`src/rtl/lane_pkg.sv`:
```
// Shared types and helpers for flat lane-bus producers and consumers.
package lane_pkg;

   localparam int LANE_NLANES  = 4;
   localparam int LANE_DWIDTH  = 8;
   // Upper bounds for the generic slice helper; callers zero-extend into these.
   localparam int LANE_BUS_MAX = 1024;
   localparam int LANE_DW_MAX  = 64;

   typedef enum logic [1:0] {IDLE, STREAM, DONE} lane_state_e;

   function automatic logic [LANE_DW_MAX-1:0] lane_slice(
      input logic [LANE_BUS_MAX-1:0] bus,
      input int                      idx,
      input int                      dw
   );
      lane_slice = LANE_DW_MAX'(bus >> (idx * dw)) & ((LANE_DW_MAX'(1) << dw) - LANE_DW_MAX'(1));
   endfunction

endpackage

```
`src/rtl/lane_mux.sv`:
```
// Combinational NLANES:1 lane selector over a flat lane bus.
module lane_mux
   import lane_pkg::*;
#(
   parameter  int NLANES = LANE_NLANES,
   parameter  int DWIDTH = LANE_DWIDTH,
   localparam int LW     = $clog2(NLANES)
) (
   input  logic [DWIDTH*NLANES-1:0] i_bus,
   input  logic [LW-1:0]            i_sel,
   output logic [DWIDTH-1:0]        o_data
);

   logic [LANE_BUS_MAX-1:0] bus_ext;

   always_comb begin
      bus_ext = LANE_BUS_MAX'(i_bus);
      o_data  = DWIDTH'(lane_slice(bus_ext, int'(i_sel), DWIDTH));
   end

endmodule

```
`src/rtl/lane_reader.sv`:
```
// Streams a contiguous, wrapping run of lanes from a flat bus over valid/ready.
// Define LANE_READER_LIVE_EN to drop the snapshot and read lanes live.
module lane_reader
   import lane_pkg::*;
#(
   parameter  int NLANES = LANE_NLANES,
   parameter  int DWIDTH = LANE_DWIDTH,
   localparam int LW     = $clog2(NLANES)
) (
   input  logic                     clk,
   input  logic                     rst,
   input  logic                     i_start,
   input  logic [LW-1:0]            i_base,
   input  logic [LW:0]              i_len,
   input  logic [DWIDTH*NLANES-1:0] i_datalane,
   input  logic                     i_ready,
   output logic                     o_valid,
   output logic [DWIDTH-1:0]        o_data,
   output logic [LW-1:0]            o_lane,
   output logic                     o_last,
   output logic                     o_busy,
   output logic                     o_done
);

   lane_state_e              state_q, state_d;
   logic [LW-1:0]            idx_q, idx_d;
   logic [LW:0]              rem_q, rem_d;
   logic [LW:0]              eff_len;
   logic                     accept;
   logic [DWIDTH*NLANES-1:0] mux_bus;
   logic [DWIDTH-1:0]        mux_data;

`ifdef LANE_READER_LIVE_EN
   assign mux_bus = i_datalane;
`else
   logic [DWIDTH*NLANES-1:0] shadow_q, shadow_d;

   always_comb begin
      shadow_d = shadow_q;
      if (accept) shadow_d = i_datalane;
   end

   always_ff @(posedge clk) begin
      if (rst) shadow_q <= '0;
      else     shadow_q <= shadow_d;
   end

   assign mux_bus = shadow_q;
`endif

   lane_mux #(.NLANES(NLANES), .DWIDTH(DWIDTH)) u_mux (
      .i_bus  (mux_bus),
      .i_sel  (idx_q),
      .o_data (mux_data)
   );

   assign accept = (state_q == IDLE) && i_start;

   always_comb begin
      state_d = state_q;
      idx_d   = idx_q;
      rem_d   = rem_q;
      eff_len = (i_len > (LW+1)'(NLANES)) ? (LW+1)'(NLANES) : i_len;
      case (state_q)
         IDLE: begin
            if (i_start) begin
               idx_d   = i_base;
               rem_d   = eff_len;
               state_d = (eff_len == '0) ? DONE : STREAM;
            end
         end
         STREAM: begin
            if (i_ready) begin
               idx_d = idx_q + LW'(1);
               rem_d = rem_q - (LW+1)'(1);
               if (rem_q == (LW+1)'(1)) state_d = DONE;
            end
         end
         DONE:    state_d = IDLE;
         default: state_d = IDLE;
      endcase
   end

   always_ff @(posedge clk) begin
      if (rst) begin
         state_q <= IDLE;
         idx_q   <= '0;
         rem_q   <= '0;
      end else begin
         state_q <= state_d;
         idx_q   <= idx_d;
         rem_q   <= rem_d;
      end
   end

   // Outputs are gated so stale index/data never leak outside a run.
   assign o_valid = (state_q == STREAM);
   assign o_data  = o_valid ? mux_data : '0;
   assign o_lane  = o_valid ? idx_q : '0;
   assign o_last  = o_valid && (rem_q == (LW+1)'(1));
   assign o_busy  = o_valid;
   assign o_done  = (state_q == DONE);

endmodule

```
`config.mk`:
```
export PLATFORM = sky130hd
export DESIGN_NAME = lane_reader
export DESIGN_NICKNAME = d
export VERILOG_FILES = /design/src/rtl/lane_pkg.sv /design/src/rtl/lane_mux.sv /design/src/rtl/lane_reader.sv
export SDC_FILE = /design/constraint.sdc
export NUM_CORES = 1
export LEC_CHECK = 0
export ABC_AREA = 1
export CELL_PAD_IN_SITES_DETAIL_PLACEMENT = 1
export CELL_PAD_IN_SITES_GLOBAL_PLACEMENT = 2
export CORE_MARGIN = 1.5
export CORE_UTILIZATION = 25
export CTS_CLUSTER_DIAMETER = 60
export CTS_CLUSTER_SIZE = 16
export DETAILED_ROUTE_END_ITERATION = 12
export PLACE_DENSITY = 0.83
export SLEW_MARGIN = 10
export SYNTH_ARGS = -nofsm -noshare
export SYNTH_HDL_FRONTEND = slang
export SYNTH_SLANG_ARGS = --single-unit
export TNS_END_PERCENT = 50
```
`constraint.sdc`:
```
create_clock -name clk -period 1.8 [get_ports clk]
set_clock_uncertainty 0.1 [all_clocks]
set_input_delay 0.36 -clock clk [delete_from_list [all_inputs] [get_ports clk]]
set_output_delay 0.36 -clock clk [all_outputs]
set_load 0.005 [all_outputs]
```
==> results of run 1 <==
-- critical path: stages (launching register included) --
cell and delay [ns]:
dfxtp_4 0.43, clkbuf_16 0.17, nor2_1 0.04, nor2_1 0.07, o21ai_1 0.06, a21oi_1 0.17
buf_2 0.15
-- layout make-up --
type                            count  area share
Timing Repair Buffer               79       0.279
Sequential cell                    39       0.273
Clock inverter                      3      0.0152
Clock buffer                        5      0.0238
Multi-Input combinational cell    213       0.342
Tap cell                           99      0.0429
Inverter                           16      0.0234
-- what timing repair did --
action,4_1_cts,5_1_grt
pin swaps,10,10
resized for setup,54,23
setup endpoints to repair,14,13
setup buffers,1,5
gates cloned,1,2
-- state kept, by name, indices dropped and copies added (netlist names) --
signal   flops
rem_q        3
mux_bus     32
state_q      2
idx_q        2
-- cells in the final DEF (no fill, tap or decap), drive strengths merged --
master	synthesis	final
clkdlybuf4s50	0	40
nand3	12	12
inv	16	16
nand2	29	29
buf	13	31
o21ai	49	49
ha	2	2
a21oi	12	12
clkbuf	5	9
nor2	109	109
dlygate4sd2	0	2
dfxtp	39	39
clkinv	0	2
bufinv	0	1
dlymetal6s2s	0	2
-- report_power, final --
| part | switching [mW] | internal (mW) |
|---|---|---|
| registers | 0.0791 | 0.971 |
| clock network | 0.344 | 0.413 |
| logic | 0.437 | 0.440 |
-- layer usage --
| metal | GRT usage | up-vias | share of wire |
|---|---|---|---|
| li1 | - | 1043 | - |
| met1 | 0.189 | 928 | 0.46 |
| met2 | 0.256 | 38 | 0.50 |
| met3 | 0.0345 | 4 | 0.043 |
| met4 | 0.0357 | 0 | 0.0063 |
| met5 | 0 | - | 0 |
-- stage by stage --
stage / util / hold slack [ns]
2_1_floorplan: - / 0.349
3_3_place_gp: 0.361 / 0.367
3_5_place_dp: 0.361 / 0.375
4_1_cts: 0.380 / 0.395
5_1_grt: 0.394 / 0.412
6_report: 0.394 / 0.396
-- cells by family after synthesis --
family                   Yosys count  share of synthesized area
buffers and inverters             34                     0.0970
AO/OA/AOI/OAI                     61                      0.173
adder cells (fa/ha/maj)            2                     0.0130
AND/OR/NAND/NOR                  150                      0.311
flip-flops                        39                      0.406
-- worst max path at each step --
stage | startpoint | endpoint | slack (ns) | cells past startpoint
floorplan | idx_q[1] | o_data[4] | 0.41 | 6
global placement | idx_q[0] | o_data[5] | -0.13 | 5
detailed placement | idx_q[0] | o_data[0] | -0.16 | 5
CTS | state_q[1] | o_valid | -0.21 | 4
global route | idx_q[0] | o_data[2] | -0.12 | 6
finish | idx_q[0] | o_data[5] | -0.04 | 6
==> out/qor.csv, run 1 <==
metric,value,unit
synth_cell_type_count,21,
fp.dieW,90.7,um
vias,2013,
routedWlPerCell,13.3,um
synthTopCellsByCount,"nor2_1 (107), dfxtp_1 (39), o21ai_0 (29)",
layout-drive-gt1-share,0.197,
antenna_found_initial,0,
period_needed,1.84,ns
cp_max_fo,4,
htree_levels,2,
min_period_over_period,1.02,
slew_headroom,0.843,
clock_latency,0.29,ns
diodes,0,
min_to,mux_bus[27],
finalWirelength,6.06,mm
required,1.34,ns
rsz0062_at_grt,true,
final_area,2890,um2
die_area,8220,um2
multi_input_area,988,um2
fin_ws,-0.0388,ns
fin_setup_tns,-0.0936,ns
synthTopCellsByArea,"dfxtp_1 (41%), nor2_1 (21%), o21ai_0 (7.6%)",
overflow,0,
async_flop_share,0,
path_clk_slew,0.08,ns
place_ws,-0.158,ns
min-delay-start,mux_bus[27],
hold_violations,0,
power_density,930,nW/um2
seqCellArea,788,um2
rr_endpoint,mux_bus[1],
ir_worst_vdd,0.325,mV
dp_hpwl,4.33,mm
gp_congestion,0.799,
worstHoldPathCells,2,
clockBufferDepth,2,
placed_cells,438,
cts_buffers,5,
initial_utilization,0.262,
p_total,2.68,mW
reg2reg_depth,7,
worst_setup_path_start_kind,flip-flop,
setup_violations,4,
r2r_start,state_q[0],
synth_top_area_frac,0.406,
hp-class,flip-flop to flip-flop,
syn_avg_cell_area,6.72,um2
first_pass_iters,4,
yosys.area.top_type,dfxtp_1,
tightest_slew,0.234,ns
grt_pass1_vias,2069,
yosys_register_bits,39,
leakagePower,1.29,nW
drc,0,
placed_cell_area,2650,um2
ctsHoldBuffers,0,
instances_no_fill,454,
clock_sinks,39,
outcome,"finished, violations left",
violations,negative setup slack,
core.rowCount,31,
crit_arrival,1.38,ns
synth_cells,286,
core,7330,um2
fin_nets,397,
port_buffers,54,
rrSetupSlack,0.32,ns
via_per_inst,4.43,
die_h,90.7,um
yosysMostFrequentCell,nor2_1,
yosysWarningCount,0,
synth_edf_count,0,
maxCapViolations,0,
tritoncts,built,
cts_root_buffer,clkbuf_8,
ys.flop_type,dfxtp_1,
endpoint_kind,output port,
ys_seq_area_frac,0.406,
grt_pass1_wl,9.94,mm
synth_fp_nets,329,
io_pins,55,
drt-initial-drc-count,51,
layout-area-overhead-vs-synth,50.2,%
syn-cell-area,1920,um2
slew_viol_final,0,
final_antenna_net_count,0,
nFillCells,907,
crit_type,flip-flop to output port,
grt_max_degree,39,
grt_usage,0.150,
clock.fmax,544,MHz
Power figures use the tool's default switching activity.
==> run 2, diff against run 1 <==
--- a/config.mk
+++ b/config.mk
@@ -8,6 +8,7 @@
 export ABC_AREA = 1
 export CELL_PAD_IN_SITES_DETAIL_PLACEMENT = 1
 export CELL_PAD_IN_SITES_GLOBAL_PLACEMENT = 2
+export CORE_ASPECT_RATIO = 1.4
 export CORE_MARGIN = 1.5
 export CORE_UTILIZATION = 25
 export CTS_CLUSTER_DIAMETER = 60
==> out/qor.csv, run 2 (synthesis gave the netlist of run 1 again) <==
metric,value,unit,change
maxCapViolations,0,,unchanged
crit_path_max_incr_delay,0.36,ns,-0.07 ns
place_ws,-0.219,ns,-0.0608 ns
first_pass_iters,4,,unchanged
leakagePower,1.29,nW,+0.52%
fp.dieW,77.1,um,-15%
rr_endpoint,mux_bus[20],,
required,1.34,ns,about the same
final_antenna_net_count,0,,unchanged
layout-drive-gt1-share,0.208,,+0.0112
mostFrequentLayoutCells,"nor2_1 (102), clkdlybuf4s50_1 (40), dfxtp_1 (36)",,
p_total,2.54,mW,-5.2%
die_area,8230,um2,about the same
io_pins,55,,unchanged
tightest_slew,0.225,ns,-0.00893 ns
finalWirelength,6.06,mm,about the same
cts_root_buffer,clkbuf_8,,
min_to,mux_bus[26],,
slew_headroom,0.849,,+0.00602
grt_pass1_wl,9.92,mm,-0.14%
fin_nets,402,,+1.3%
die_h,107,um,+18%
dr_wl_met3,170,um,-35%
clock_sinks,39,,unchanged
layout-area-overhead-vs-synth,49.7,%,
final_common_cell,nor2_1,,
seqCellArea,785,um2,-0.48%
grt_max_degree,39,,unchanged
ir_worst_vdd,0.340,mV,+4.4%
setup_violations,8,,+4
nFillCells,954,,+5.2%
antenna_found_initial,0,,unchanged
fin_ws,-0.161,ns,-0.122 ns
endpoint_kind,output port,,
min_period_over_period,1.09,,+0.0678
cp_slowest_cell,dfxtp_2,,
crit_cells,8,,+2
grt_pass1_vias,2099,,+1.4%
rsz0062_at_grt,true,,
reg2reg_depth,6,,-1
drc,0,,unchanged
p_switching,862,uW,+0.28%
critPathBufInv,4,,+2
core.rowCount,37,,+19%
routedWlPerCell,13.3,um,-0.61%
holdWs,0.395,ns,-0.00122 ns
crit_family,buffers and inverters,,
top_layer,met4,,
largest_reg_flops,32,,unchanged
dp_hpwl,4.53,mm,+4.7%
hold_violations,0,,unchanged
drt-initial-drc-count,56,,+9.8%
p_int,1.68,mW,-7.8%
final_area,2880,um2,-0.30%
violations,negative setup slack,,
slew_viol_final,0,,unchanged
grt_usage,0.154,,+0.00424
multi_input_area,993,um2,+0.51%
period_needed,1.96,ns,+0.122 ns
cp_max_fo,8,,+4
r2r_start,state_q[1],,
seqPwrFrac,0.410,,+0.019
crit_arrival,1.50,ns,+0.12 ns
crit_type,flip-flop to output port,,
hp-class,flip-flop to flip-flop,,
clockBufferDepth,2,,unchanged
tritoncts,built,,
pwr-share-clk,0.238,,-0.044
worstHoldPathCells,2,,unchanged
overflow,0,,unchanged
clock.fmax,510,MHz,-6.2%
p_comb_frac,0.352,,+0.026
placed_cell_area,2660,um2,+0.19%
ctsHoldBuffers,0,,unchanged
core,7410,um2,+1.0%
htree_levels,2,,unchanged
wl_met2,3.38,mm,+13%
crit_top_cell,buf_4,,
via_per_inst,4.38,,-1.2%
outcome,"finished, violations left",,
port_buffers,54,,unchanged
clock_latency,0.29,ns,about the same
worst_setup_path_start_kind,flip-flop,,
cts_buffers,5,,unchanged
initial_utilization,0.259,,-0.00270
power_density,884,nW/um2,-4.9%
vias,2001,,-0.60%
diodes,0,,unchanged
crit_chain,buf_12 > buf_4 > buf_4 > nor2_2 > nor2_1 > o21ai_1 > a21oi_1 > buf_2,,
switching_share,0.339,,+0.0184
path_clk_slew,0.08,ns,about the same
gp_congestion,0.799,,about the same
rrSetupSlack,0.35,ns,+0.03 ns
drt-met1-wl,2.44,mm,-12%
min-delay-start,mux_bus[26],,
-- run 2: repair_timing --
action | in CTS | in global routing
setup buffers | 5 | 7
pin swaps | 5 | 9
hold endpoints to repair | 0 | 0
gates resized for setup | 53 | 23
endpoints found under the setup margin | 14 | 13
-- run 2: power by group through the flow --
stage               Sequential, mW  Clock, mW  Combinational [mW]
CTS                           1.04      0.624               0.839
floorplan                     1.03          0               0.480
finish                        1.04      0.606               0.896
detailed placement            1.06          0               0.812
global placement              1.05          0               0.794
global route                  1.06      0.641                1.01
-- run 2: cell type report --
cell class | count | area share
multi-input combinational | 213 | 0.345
timing repair buffer | 84 | 0.284
sequential | 39 | 0.273
tap | 97 | 0.0422
inverter | 16 | 0.0252
clock buffer | 5 | 0.0239
clock inverter | 3 | 0.00696
-- run 2: worst max path at each step --
stage	start	to	slack [ns]
2_1_floorplan	idx_q[1]	o_data[4]	0.41
3_3_place_gp	idx_q[0]	o_data[5]	-0.19
3_5_place_dp	idx_q[0]	o_data[6]	-0.22
4_1_cts	state_q[0]	o_busy	-0.17
5_1_grt	idx_q[0]	o_data[6]	-0.22
6_report	idx_q[0]	o_data[3]	-0.16
-- run 2: worst register-to-register path, delay by kind of cell (launching register included) --
family | cells | cell delay [ns]
buf+inv | 2 | 0.35
simple gates | 3 | 0.35
compound gates | 1 | 0.20
flops | 1 | 0.35
-- run 2: through the flow --
step,utilization,TNS (ns),instances
after global routing,0.389,-1.36,457
after floorplan,-,0,286
final,0.389,-0.618,457
after global placement,0.358,-1.19,437
after detailed placement,0.358,-1.42,437
after CTS,0.374,-0.843,450
-- run 2: metal layers --
layer	vias to the layer above	global-route usage
li1	1049	-
met1	916	0.160
met2	30	0.307
met3	6	0.0315
met4	0	0.0429
met5	-	0
